<file path="src/rtl/rvvi_serial_pkg.sv">
// Shared widths and helpers for the RVVI retire serializer.
// Imported by the interface, the compactor and the top level.
package rvvi_serial_pkg;

   localparam int ORDER_W    = 64;
   localparam int TRAP_W     = 1;
   localparam int DROP_CNT_W = 32;

   function automatic int idx_w(input int n);
      return (n > 1) ? $clog2(n) : 1;
   endfunction

   function automatic int entry_w(
      input int nhart,
      input int retire,
      input int ilen,
      input int xlen
   );
      return idx_w(nhart) + idx_w(retire)
           + ilen + xlen + TRAP_W + ORDER_W;
   endfunction

endpackage

</file>
<file path="src/rtl/rvvi_retire_serializer_if.sv">
// Output stream of the serializer: one retired event per beat.
// The serializer drives master; the sampler takes slave.
interface rvvi_retire_serializer_if #(
   parameter int ILEN   = 32,
   parameter int XLEN   = 64,
   parameter int NHART  = 1,
   parameter int RETIRE = 1
) ();
   import rvvi_serial_pkg::*;

   localparam int HW = idx_w(NHART);
   localparam int SW = idx_w(RETIRE);

   logic               out_valid;
   logic               out_ready;
   logic [HW-1:0]      out_hart;
   logic [SW-1:0]      out_slot;
   logic [ILEN-1:0]    out_insn;
   logic [XLEN-1:0]    out_pc;
   logic               out_trap;
   logic [ORDER_W-1:0] out_order;

   modport master (
      output out_valid,
      output out_hart,
      output out_slot,
      output out_insn,
      output out_pc,
      output out_trap,
      output out_order,
      input  out_ready
   );

   modport slave (
      input  out_valid,
      input  out_hart,
      input  out_slot,
      input  out_insn,
      input  out_pc,
      input  out_trap,
      input  out_order,
      output out_ready
   );

endinterface

</file>
<file path="src/rtl/retire_compactor.sv">
// Prefix-sum write offsets and fit mask for the flattened slots.
// Purely combinational; slots past the free space do not fit.
module retire_compactor
   import rvvi_serial_pkg::*;
#(
   parameter int NS = 1,
   parameter int AW = 1,
   parameter int CW = 2
) (
   input  logic [NS-1:0]         valid,
   input  logic [CW-1:0]         free,
   output logic [NS-1:0][AW-1:0] offset,
   output logic [NS-1:0]         fits,
   output logic [CW-1:0]         n_valid,
   output logic [CW-1:0]         n_wr
);

   always_comb begin
      logic [CW-1:0] acc;
      logic [CW-1:0] wr;
      acc    = '0;
      wr     = '0;
      offset = '0;
      fits   = '0;
      for (int i = 0; i < NS; i++) begin
         offset[i] = acc[AW-1:0];
         fits[i]   = valid[i] && (acc < free);
         acc       = acc + CW'(valid[i]);
         wr        = wr + CW'(fits[i]);
      end
      n_valid = acc;
      n_wr    = wr;
   end

endmodule

</file>
<file path="src/rtl/rvvi_retire_serializer.sv">
// Captures every valid RVVI retire slot into a circular FIFO and
// streams them one per cycle; flags order gaps and counts drops.
module rvvi_retire_serializer
   import rvvi_serial_pkg::*;
#(
   parameter int ILEN   = 32,
   parameter int XLEN   = 64,
   parameter int NHART  = 1,
   parameter int RETIRE = 1,
   parameter int DEPTH  = 16
) (
   input  logic                      clk,
   input  logic                      reset_n,
   input  logic [NHART-1:0][RETIRE-1:0] valid,
   input  logic [NHART-1:0][RETIRE-1:0][ILEN-1:0] insn,
   input  logic [NHART-1:0][RETIRE-1:0][XLEN-1:0] pc,
   input  logic [NHART-1:0][RETIRE-1:0] trap,
   input  logic [NHART-1:0][RETIRE-1:0][ORDER_W-1:0] order,
   rvvi_retire_serializer_if.master  stream,
   output logic                      overflow,
   output logic [DROP_CNT_W-1:0]     drop_count,
   output logic [NHART-1:0]          order_err
);

   localparam int NS = NHART * RETIRE;
   localparam int AW = idx_w(DEPTH);
   localparam int CW = AW + 1;
   localparam int HW = idx_w(NHART);
   localparam int SW = idx_w(RETIRE);
   localparam int EW = entry_w(NHART, RETIRE, ILEN, XLEN);

   logic [EW-1:0]         mem [DEPTH];
   logic [AW-1:0]         wptr;
   logic [AW-1:0]         rptr;
   logic [CW-1:0]         count;
   logic [CW-1:0]         free;
   logic [NS-1:0]         flat_valid;
   logic [NS-1:0][EW-1:0] flat_entry;
   logic [NS-1:0][AW-1:0] offset;
   logic [NS-1:0]         fits;
   logic [CW-1:0]         n_valid;
   logic [CW-1:0]         n_wr;
   logic [CW-1:0]         n_drop;
   logic                  deq;

   logic [NHART-1:0]              seen, seen_n;
   logic [NHART-1:0][ORDER_W-1:0] expected, exp_n;
   logic [NHART-1:0]              err_n;
   logic [DROP_CNT_W:0]           drop_sum;
   logic [DROP_CNT_W-1:0]         drop_next;

   for (genvar h = 0; h < NHART; h++) begin : g_h
      for (genvar s = 0; s < RETIRE; s++) begin : g_s
         localparam int I = h * RETIRE + s;
         assign flat_valid[I] = valid[h][s];
         assign flat_entry[I] = {
            HW'(h), SW'(s), insn[h][s],
            pc[h][s], trap[h][s], order[h][s]
         };
      end
   end

   // Space is judged before this cycle's dequeue frees anything.
   assign free = CW'(DEPTH) - count;

   retire_compactor #(
      .NS (NS),
      .AW (AW),
      .CW (CW)
   ) u_cmp (
      .valid   (flat_valid),
      .free    (free),
      .offset  (offset),
      .fits    (fits),
      .n_valid (n_valid),
      .n_wr    (n_wr)
   );

   assign n_drop = n_valid - n_wr;

   assign stream.out_valid = (count != '0);
   assign deq = stream.out_valid && stream.out_ready;

   assign {stream.out_hart, stream.out_slot,
           stream.out_insn, stream.out_pc,
           stream.out_trap, stream.out_order} =
      stream.out_valid ? mem[rptr] : '0;

   always_ff @(posedge clk) begin
      for (int i = 0; i < NS; i++) begin
         if (fits[i]) begin
            mem[wptr + offset[i]] <= flat_entry[i];
         end
      end
   end

   always_ff @(posedge clk or negedge reset_n) begin
      if (!reset_n) begin
         wptr  <= '0;
         rptr  <= '0;
         count <= '0;
      end else begin
         wptr  <= wptr + n_wr[AW-1:0];
         rptr  <= rptr + AW'(deq);
         count <= count + n_wr - CW'(deq);
      end
   end

   // Dropped slots still take part in the order check.
   always_comb begin
      seen_n = seen;
      exp_n  = expected;
      err_n  = order_err;
      for (int h = 0; h < NHART; h++) begin
         for (int s = 0; s < RETIRE; s++) begin
            if (valid[h][s]) begin
               if (seen_n[h] && (order[h][s] != exp_n[h])) begin
                  err_n[h] = 1'b1;
               end
               exp_n[h]  = order[h][s] + ORDER_W'(1);
               seen_n[h] = 1'b1;
            end
         end
      end
   end

   assign drop_sum  = {1'b0, drop_count}
                    + (DROP_CNT_W + 1)'(n_drop);
   assign drop_next = drop_sum[DROP_CNT_W] ? '1
                    : drop_sum[DROP_CNT_W-1:0];

   always_ff @(posedge clk or negedge reset_n) begin
      if (!reset_n) begin
         overflow   <= 1'b0;
         drop_count <= '0;
         order_err  <= '0;
         seen       <= '0;
         expected   <= '0;
      end else begin
         overflow   <= overflow | (n_drop != '0);
         drop_count <= drop_next;
         order_err  <= err_n;
         seen       <= seen_n;
         expected   <= exp_n;
      end
   end

endmodule

</file>
<file path="src/flat_wrapper.sv">
// flat-port wrapper written by rule: the top's interface ports become plain ports
module rvvi_retire_serializer_flat import rvvi_serial_pkg::*;
#(
   parameter int ILEN   = 32,
   parameter int XLEN   = 64,
   parameter int NHART  = 1,
   parameter int RETIRE = 1,
   parameter int DEPTH  = 16
)
  (clk, reset_n, valid, insn, pc, trap, order, overflow, drop_count, order_err, stream_out_valid, stream_out_hart, stream_out_slot, stream_out_insn, stream_out_pc, stream_out_trap, stream_out_order, stream_out_ready);
  rvvi_retire_serializer_if #(.ILEN(ILEN), .XLEN(XLEN), .NHART(NHART), .RETIRE(RETIRE)) stream_i ();
  input  logic clk;
  input  logic reset_n;
  input  logic [NHART-1:0][RETIRE-1:0] valid;
  input  logic [NHART-1:0][RETIRE-1:0][ILEN-1:0] insn;
  input  logic [NHART-1:0][RETIRE-1:0][XLEN-1:0] pc;
  input  logic [NHART-1:0][RETIRE-1:0] trap;
  input  logic [NHART-1:0][RETIRE-1:0][ORDER_W-1:0] order;
  output logic overflow;
  output logic [DROP_CNT_W-1:0] drop_count;
  output logic [NHART-1:0] order_err;
  output wire logic [$bits(stream_i.out_valid)-1:0] stream_out_valid;
  output wire logic [$bits(stream_i.out_hart)-1:0] stream_out_hart;
  output wire logic [$bits(stream_i.out_slot)-1:0] stream_out_slot;
  output wire logic [$bits(stream_i.out_insn)-1:0] stream_out_insn;
  output wire logic [$bits(stream_i.out_pc)-1:0] stream_out_pc;
  output wire logic [$bits(stream_i.out_trap)-1:0] stream_out_trap;
  output wire logic [$bits(stream_i.out_order)-1:0] stream_out_order;
  input wire logic [$bits(stream_i.out_ready)-1:0] stream_out_ready;
  assign stream_out_valid = stream_i.out_valid;
  assign stream_out_hart = stream_i.out_hart;
  assign stream_out_slot = stream_i.out_slot;
  assign stream_out_insn = stream_i.out_insn;
  assign stream_out_pc = stream_i.out_pc;
  assign stream_out_trap = stream_i.out_trap;
  assign stream_out_order = stream_i.out_order;
  assign stream_i.out_ready = stream_out_ready;
  rvvi_retire_serializer #(.ILEN(ILEN), .XLEN(XLEN), .NHART(NHART), .RETIRE(RETIRE), .DEPTH(DEPTH)) u_core (.clk(clk), .reset_n(reset_n), .valid(valid), .insn(insn), .pc(pc), .trap(trap), .order(order), .stream(stream_i), .overflow(overflow), .drop_count(drop_count), .order_err(order_err));
endmodule
</file>
<file path="config.mk">
export PLATFORM = sky130hd
export DESIGN_NAME = rvvi_retire_serializer_flat
export DESIGN_NICKNAME = d
export VERILOG_FILES = /design/src/rtl/rvvi_serial_pkg.sv /design/src/rtl/rvvi_retire_serializer_if.sv /design/src/rtl/retire_compactor.sv /design/src/rtl/rvvi_retire_serializer.sv /design/src/flat_wrapper.sv
export SDC_FILE = /design/constraint.sdc
export NUM_CORES = 2
export LEC_CHECK = 0
export CORE_ASPECT_RATIO = 0.9
export CORE_UTILIZATION = 30
export CTS_BUF_LIST = sky130_fd_sc_hd__clkbuf_16
export DETAILED_ROUTE_END_ITERATION = 7
export SYNTH_ARGS = -nofsm -noshare
export SYNTH_HDL_FRONTEND = slang
export SYNTH_SLANG_ARGS = --single-unit
</file>
<file path="constraint.sdc">
create_clock -name clk -period 16.1 [get_ports clk]
set_clock_uncertainty 0.2 [all_clocks]
set_input_delay 4.025 -clock clk [delete_from_list [all_inputs] [get_ports clk]]
set_output_delay 4.025 -clock clk [all_outputs]
set_load 0.01 [all_outputs]
</file>
==> reports/metrics.csv <==
metric;value;unit
status;finished clean;
wl_met3;15900;um
design_area;123000;um^2
critPathTopFamily;buffers and inverters;
synth_cells;4510;
die_h;562;um
drt-total-wl;265000;um
maxUsedRoutingLayer;met5;
drc_errors;0;
place_inst;9334;
port_buffers;360;
wl_per_cell;26.9;um
fin_ws;6440;ps
critPathKind;reg -> out;
io_pins;363;
max_slew_margin;13.1;%
p_per_area;179;nW/um^2
dr_wl_met2;130000;um
synth_top_area_share;74.1;%
fmax;104;MHz
nets;5254;
clk_path_buf_depth;4;
cts_hold_buf;0;
place_area;114000;um^2
synth_area_leaders;edfxtp_1 74%, mux4_2 17%, dfrtp_1 2.7%;
first_iter_violations;4679;
synth_edf_count;2576;
synth_flop_cell;edfxtp_1;
cts.sinks;2688;
finalSetupViolations;0;
synthToLayoutAreaGrowth;17.9;%
critPathSlowestCell;dfrtp_4;
hold_viol;0;
maxCapViolCount;0;
gp_congestion;0.755;
path_common_cell;mux4_2;
ys_ff_latch;2688;
die_x;624;um
critPathBufInv;3;
core-area;346000;um^2
routed_via_density;4.98;
vias;49100;
grt_start_max_net_pins;154;
grt_overflow_total;0;
crit_arrival;5440;ps
hp-class;reg -> reg;
syn-cell-area;104000;um^2
antenna_found_initial;55;
numCtsBuffers;286;
final_util;35.5;%
drive_gt1_share;26.1;%
post-cts-setup-buffer-count;0;
critical_path.max_fanout;153;
worst_setup_path_end_kind;output port;
setup_tns;0;ps
initial_core_util;30.1;%
crit_start;u_core.rptr[1];
worstMarginPinSlew;1300;ps
startpoint_type;flip-flop;
async_reset_ff_share;4.17;%
cts_root_buffer;clkbuf_16;
crit_chain;buf_4, buf_12, mux4_2, mux4_2, and2_1, clkdlybuf4s50_1;
min-delay-start;u_core.seen;
drtPass1Iterations;5;
m1WireLength;113000;um
dp_hpwl;139000;um
ant_nets;0;
clk_pin_slew;60;ps
pre_cts_ws;7280;ps
synth.distinct_cells;56;
post_cts_resized;0;
avgSynthCellArea;23.1;um^2
post-synth-top-area-cell;edfxtp_1;
grt_pass1_vias;51100;
fin_crit;9660;ps
grt_use_total;14.8;%
die_area;350000;um^2
ir_drop;0.174;mV
nFillCells;31600;
h-tree-depth;5;
r2r-start;u_core.count[1];
required;11880;ps
p_leak;38.3;nW
maxSlewViolCount;0;
ys_warn_count;0;
grt_pass1_wl;377000;um
slowest_delay;1010;ps
final_cells;9864;
grt_setup_unrepaired;no;
clock_latency;890;ps
num_rows;205;
yosysSeqAreaShare;76.8;%
layout_worst_path_cycle_share;60.0;%
tritoncts;yes;
[cells by family after synthesis]
family	Yosys count	share of synthesized area (%)
other	2	0.00719
XOR/XNOR	153	1.28
flip-flops	2688	76.8
buffers and inverters	252	1.13
adder cells (fa/ha/maj)	21	0.266
multiplexers	813	17.5
AND/OR/NAND/NOR	492	2.62
AO/OA/AOI/OAI	89	0.463
[cell usage after synthesis, types with 38 or more instances]
master	n
nand4_1	38
edfxtp_1	2576
and2_1	167
nor2_1	108
buf_2	64
dfrtp_1	112
xnor2_1	117
clkbuf_1	129
nand2_1	58
mux4_2	805
a21oi_1	66
[cell usage in the layout (no fill, tap or decap), drive strengths merged, types with 19 or more instances in the layout]
| cell type | n |
|---|---|
| nor2 | 108 |
| a21oi | 66 |
| and2 | 170 |
| xnor2 | 117 |
| edfxtp | 2576 |
| mux4 | 805 |
| bufinv | 23 |
| xor2 | 36 |
| nor3 | 20 |
| buf | 137 |
| clkbuf | 287 |
| nand4 | 41 |
| inv | 95 |
| clkdlybuf4s50 | 358 |
| dfrtp | 112 |
| nand3 | 38 |
| nand2 | 58 |
| ha | 19 |
| clkinv | 122 |
[through the flow]
stage | hold WS (ps) | power, mW
6_report | 278 | 22.0
3_3_place_gp | 250 | 15.9
5_1_grt | 292 | 22.9
4_1_cts | 280 | 22.4
3_5_place_dp | 263 | 16.0
2_1_floorplan | 237 | 13.1
[where the power goes]
part | total, mW | internal, mW | switching (mW)
combinational | 6.93 | 3.42 | 3.51
sequential | 8.70 | 8.46 | 0.240
clock | 6.41 | 3.65 | 2.76
[state kept, by name, indices dropped and copies added (netlist names), 4 cells and up]
signal	cells
u_core.mem	2576
u_core.expected	64
u_core.rptr	4
u_core.wptr	4
u_core.drop_count	32
u_core.count	5
[final cells by class]
type                    instances  area [um^2]  share of cell area (%)
repair buffers                495         4770                    3.88
diodes                         17         42.5                  0.0346
clock inverters               226         1920                    1.56
inverters                      22         87.6                  0.0712
clock buffers                 287         7180                    5.83
multi-input cells            1575        23200                    18.9
flip-flops and latches       2688        80200                    65.1
well taps                    4554         5700                    4.63
[final timing paths]
path	endpoint	slack [ps]	cells past startpoint
max	stream_out_pc[18]	6440	6
min	u_core.seen	280	1
max reg2reg	u_core.mem[3][108]	10580	11
min reg2reg	u_core.seen	280	1
max in group asynchronous	u_core.rptr[3]	11280	2
min in group asynchronous	u_core.rptr[1]	2940	1
[per-layer routing]
metal | vias to the layer above | global-route usage [%]
li1 | 20200 | -
met1 | 27000 | 20.4
met2 | 1545 | 24.4
met3 | 386 | 2.73
met4 | 48 | 3.44
met5 | - | 0
No activity file was read; power rests on OpenSTA's default activity.
